--- src/rtl/dla_axi_pkg.sv ---
// Shared AXI helper package: copy-controller FSM encoding and default widths.
package dla_axi_pkg;

   localparam int LEN_WIDTH_DEFAULT = 16;

   typedef enum logic [2:0] {
      ST_IDLE,
      ST_RD_REQ,
      ST_RD_WAIT,
      ST_RD_CAP,
      ST_WR_REQ,
      ST_WR_WAIT,
      ST_DONE
   } copy_state_e;

endpackage

--- src/rtl/dla_axi4_copy_ctrl.sv ---
// Word-at-a-time memory copy sequencer driving an AXI4 manager's simple
// req/rsp handshake: read one word, write it back out, repeat.
module dla_axi4_copy_ctrl
   import dla_axi_pkg::*;
#(
   parameter int AXI_ADDR_WIDTH = 32,
   parameter int AXI_DATA_WIDTH = 64,
   parameter int LEN_WIDTH      = LEN_WIDTH_DEFAULT
) (
   input  logic                      clk_i,
   input  logic                      rstn_i,
   input  logic                      start_i,
   input  logic                      abort_i,
   input  logic [AXI_ADDR_WIDTH-1:0] src_addr_i,
   input  logic [AXI_ADDR_WIDTH-1:0] dst_addr_i,
   input  logic [LEN_WIDTH-1:0]      len_i,
   output logic                      busy_o,
   output logic                      done_o,
   output logic                      aborted_o,
   output logic [LEN_WIDTH-1:0]      words_done_o,
   output logic [1:0]                req_o,
   output logic [AXI_ADDR_WIDTH-1:0] rd_addr_o,
   output logic [AXI_ADDR_WIDTH-1:0] wr_addr_o,
   output logic [AXI_DATA_WIDTH-1:0] wr_data_o,
   input  logic [1:0]                rsp_i,
   input  logic [AXI_DATA_WIDTH-1:0] rd_data_i
);

   localparam logic [AXI_ADDR_WIDTH-1:0] ADDR_STEP = AXI_ADDR_WIDTH'(AXI_DATA_WIDTH / 8);

   copy_state_e               state_q, state_d;
   logic [AXI_ADDR_WIDTH-1:0] rd_addr_q, wr_addr_q;
   logic [AXI_DATA_WIDTH-1:0] data_q;
   logic [LEN_WIDTH-1:0]      len_q, words_q;
   logic                      abort_pend_q, aborted_q, done_q;

   logic start_ok, last_word, abort_now, wr_rsp;

   assign start_ok  = (state_q == ST_IDLE) && start_i;
   assign last_word = (words_q + LEN_WIDTH'(1)) == len_q;
   // An abort arriving in the same cycle as the write response still ends the copy.
   assign abort_now = abort_pend_q | abort_i;
   assign wr_rsp    = (state_q == ST_WR_WAIT) && rsp_i[0];

   always_comb begin
      state_d = state_q;
      req_o   = 2'b00;
      case (state_q)
         ST_IDLE:    if (start_i) state_d = (len_i == '0) ? ST_DONE : ST_RD_REQ;
         ST_RD_REQ:  begin
            req_o   = 2'b10;
            state_d = ST_RD_WAIT;
         end
         ST_RD_WAIT: if (rsp_i[1]) state_d = ST_RD_CAP;
         ST_RD_CAP:  state_d = ST_WR_REQ;
         ST_WR_REQ:  begin
            req_o   = 2'b01;
            state_d = ST_WR_WAIT;
         end
         ST_WR_WAIT: if (rsp_i[0]) state_d = (last_word || abort_now) ? ST_DONE : ST_RD_REQ;
         ST_DONE:    state_d = ST_IDLE;
         default:    state_d = ST_IDLE;
      endcase
   end

   always_ff @(posedge clk_i or negedge rstn_i) begin
      if (!rstn_i) state_q <= ST_IDLE;
      else         state_q <= state_d;
   end

   always_ff @(posedge clk_i or negedge rstn_i) begin
      if (!rstn_i) begin
         rd_addr_q    <= '0;
         wr_addr_q    <= '0;
         data_q       <= '0;
         len_q        <= '0;
         words_q      <= '0;
         abort_pend_q <= 1'b0;
         aborted_q    <= 1'b0;
         done_q       <= 1'b0;
      end else begin
         done_q <= (state_q == ST_DONE);
         if (start_ok) begin
            rd_addr_q    <= src_addr_i;
            wr_addr_q    <= dst_addr_i;
            len_q        <= len_i;
            words_q      <= '0;
            abort_pend_q <= 1'b0;
            aborted_q    <= 1'b0;
         end else if (state_q != ST_IDLE && abort_i) begin
            abort_pend_q <= 1'b1;
         end
         if (state_q == ST_RD_CAP) data_q <= rd_data_i;
         // Address arithmetic wraps naturally at the register width.
         if (wr_rsp) begin
            words_q   <= words_q + LEN_WIDTH'(1);
            rd_addr_q <= rd_addr_q + ADDR_STEP;
            wr_addr_q <= wr_addr_q + ADDR_STEP;
            if (abort_now) aborted_q <= 1'b1;
         end
      end
   end

   assign busy_o       = (state_q != ST_IDLE);
   assign done_o       = done_q;
   assign aborted_o    = aborted_q;
   assign words_done_o = words_q;
   assign rd_addr_o    = rd_addr_q;
   assign wr_addr_o    = wr_addr_q;
   assign wr_data_o    = data_q;

endmodule

--- config.mk ---
export PLATFORM = sky130hd
export DESIGN_NAME = dla_axi4_copy_ctrl
export DESIGN_NICKNAME = d
export VERILOG_FILES = /design/src/rtl/dla_axi_pkg.sv /design/src/rtl/dla_axi4_copy_ctrl.sv
export SDC_FILE = /design/constraint.sdc
export NUM_CORES = 1
export LEC_CHECK = 0
export CORE_MARGIN = 2
export CORE_UTILIZATION = 41
export DETAILED_ROUTE_END_ITERATION = 16
export PLACE_DENSITY = 0.76
export SYNTH_ARGS = -nofsm -noshare
export SYNTH_HDL_FRONTEND = slang
export SYNTH_SLANG_ARGS = --single-unit
--- constraint.sdc ---
create_clock -name clk_i -period 2.3 [get_ports clk_i]
set_input_delay 0.46 -clock clk_i [delete_from_list [all_inputs] [get_ports clk_i]]
set_output_delay 0.46 -clock clk_i [all_outputs]
set_load 0.02 [all_outputs]
==> results of run 1 <==
## report_power, final
part	internal (mW)	switching (mW)
Sequential	4.21	1.14
Combinational	3.76	3.73
Clock	1.68	1.38
## registers in the layout, summed over array words and instances, names as in the netlist
register / flops
abort_pend_q: 1
words_done_o: 16
done_o: 1
rd_addr_o: 32
aborted_o: 1
state_q: 3
wr_data_o: 64
len_q: 16
wr_addr_o: 32
## worst paths after layout
kind | from | to | slack [ps] | cells past startpoint
worst min register to register | rd_addr_o[0] | rd_addr_o[0] | 480 | 2
worst max-delay path | words_done_o[3] | state_q[0] | 80 | 6
worst min-delay path | rstn_i | words_done_o[8] | -0.5 | 1
max in group asynchronous | rstn_i | wr_data_o[44] | 1550 | 2
min in group clk_i | rd_addr_o[0] | rd_addr_o[0] | 480 | 2
worst max register to register | words_done_o[3] | state_q[0] | 80 | 6
## Yosys cell counts (7+ instances only)
master	n	area share
dfrtp_1	166	0.50
nand2_1	162	0.073
mux2_2	64	0.087
o21ai_0	63	0.038
nand3_1	39	0.024
nor2_1	35	0.016
clkbuf_1	33	0.015
a21oi_1	23	0.014
o311ai_0	22	0.023
o211ai_1	20	0.018
nand4_1	19	0.014
xnor2_1	14	0.015
a31oi_1	13	0.0098
and3_1	12	0.0091
inv_1	12	0.0054
nor3_1	11	0.0066
a221o_1	8	0.0097
buf_1	8	0.0036
nor4_1	7	0.0053
## stage by stage
stage	hold WS, ps	instance area, sq um	util
floorplan	164	8290	-
global placement	458	11900	0.592
detailed placement	456	11900	0.592
CTS	6.31	12500	0.623
global route	18.3	12500	0.624
finish	-0.502	12500	0.624
## per-layer routing
layer,vias up,wire length [um],GRT usage
met1,3827,10500,0.309
li1,3697,-,-
met5,-,0,0
met3,30,2350,0.0734
met2,338,12900,0.414
met4,0,341,0.0626
## area by class of cell
type	instances	area [sq um]	share of cell area
flip-flops and latches	166	4160	0.332
clock inverters	15	205	0.0164
multi-input cells	609	3880	0.310
inverters	12	45.0	0.00360
clock buffers	17	425	0.0340
well taps	270	338	0.0270
repair buffers	350	3460	0.277
## logic make-up (layout without fill, tap and decap cells)
| logic type | after synthesis | after routing | synth area share |
|---|---|---|---|
| mux | 69 | 69 | 0.0930 |
| compound gates | 183 | 183 | 0.148 |
| xor+xnor | 20 | 20 | 0.0211 |
| buf+inv | 61 | 394 | 0.0344 |
| fa+ha+maj | 3 | 3 | 0.00453 |
| simple gates | 334 | 334 | 0.198 |
| flops | 166 | 166 | 0.501 |
## cells in the final DEF, fill, tap and decap left out, drive strengths merged, types with 20 or more instances in the layout
cell / count
nor2: 35
a21oi: 23
o21ai: 63
nand3: 41
o311ai: 22
o211ai: 20
nand2: 162
dfrtp: 166
inv: 21
clkdlybuf4s50: 294
buf: 53
mux2: 64
nand4: 20
==> flow_metrics.tcl, run 1 <==
set metrics [dict create \
    cts_inserted_buffers 17 \
    postSynthCellCount 836 \
    postLayoutSetupSlackWorst_ps 84.6 \
    max_freq_mhz 451 \
    syn_nets 989 \
    drtIter0Drc 411 \
    antenna_found_initial 0 \
    clk_latency_ps 430 \
    gr-usage-all-layers 0.245 \
    placementRows 52 \
    hold_class "in2async" \
    cts_buffer_depth 2 \
    async_flop_share 1.00 \
    synth_edf_count 0 \
    grt_pass1_vias 7877 \
    grt_max_degree 65 \
    ys_seq_elements 166 \
    gp_congestion 0.833 \
    max_cap_viol_count 0 \
    cts_root_buf "clkbuf_16" \
    grt_pass1_wl_um 41900 \
    fin_skew_ps 13.4 \
    ys_seq_area_frac 0.501 \
    outcome "finished, violations left" \
    synthFlopType "dfrtp_1" \
    worstPathArrival_ps 2530 \
    drt_pass1_iterations 4 \
    cts_tree "built" \
    diodes 0 \
    worst_slew_pin_slew_ps 587 \
    relSlewSlack 0.599 \
    dieArea_sq_um 21400 \
    io_pins 299 \
    die_h_um 146 \
    setup_viol 0 \
    place_ws_ps 26.1 \
    fin_crit_ps 2220 \
    htree_levels 4 \
    start_kind "flip-flop" \
    dpl.cell_count 1407 \
    drive_above_1_share 0.156 \
    ctsResizeCount 4 \
    clk_pin_slew_ps 70 \
    fp.dieW_um 146 \
    vias_per_cell 5.48 \
    core_area_sq_um 20000 \
    drv_slew 0 \
    fill_cells 1703 \
    ant_nets 0 \
    syn-cell-area_sq_um 8290 \
    p_leak_nw 5.13 \
    synth_cell_types 64 \
    holdWs_ps -0.502 \
    num_vias 7892 \
    cp_slowest_cell "or4_4" \
    final-hold-violation-count 1 \
    min_period_over_period 0.963 \
    worstPathCellList "and4_4 > nand3_4 > or4_4 > a211oi_2 > nand4b_1 > a31o_1" \
    ctsHoldBuffers 0 \
    failed_checks "hold timing" \
    cts_sinks 166 \
    grt-ovfl-total 0 \
    crit_family "simple AND/OR/NAND/NOR gates" \
    critPathMaxFanout 6 \
    drc 0 \
    setup_tns_ps 0 \
    area_growth_pct 50.8 \
    yosys_warnings 0 \
    fin_cells 1439 \
    rsz0062_at_grt "false" \
    drt-total-wl_um 26100 \
    critPathCaptureType "flip-flop" \
    crit_required_ps 2610 \
    crit_path_max_incr_delay_ps 530 \
    initial_core_util 0.414 \
    port_buffers 298 \
    syn_avg_cell_area_sq_um 9.92 \
    total_power_mw 15.9 \
    post_cts_buffers 0 \
    routedWlPerCell_um 18.1 \
    irDropWorstVdd_mv 0.712 \
    critPathKind "reg2reg" \
    hpwl_um 19100 \
    nets 1309 \
    power_density_nw_per_um2 1270 \
    crit_buf_inv 0 \
]
Note: power is estimated with default switching activity, not from simulation.
==> inputs of run 2 (changes only) <==
Settings changed: SLEW_MARGIN set to 25.
==> results of run 2 <==
Same layout as run 1: the final DEF is identical, and so are final timing and power.
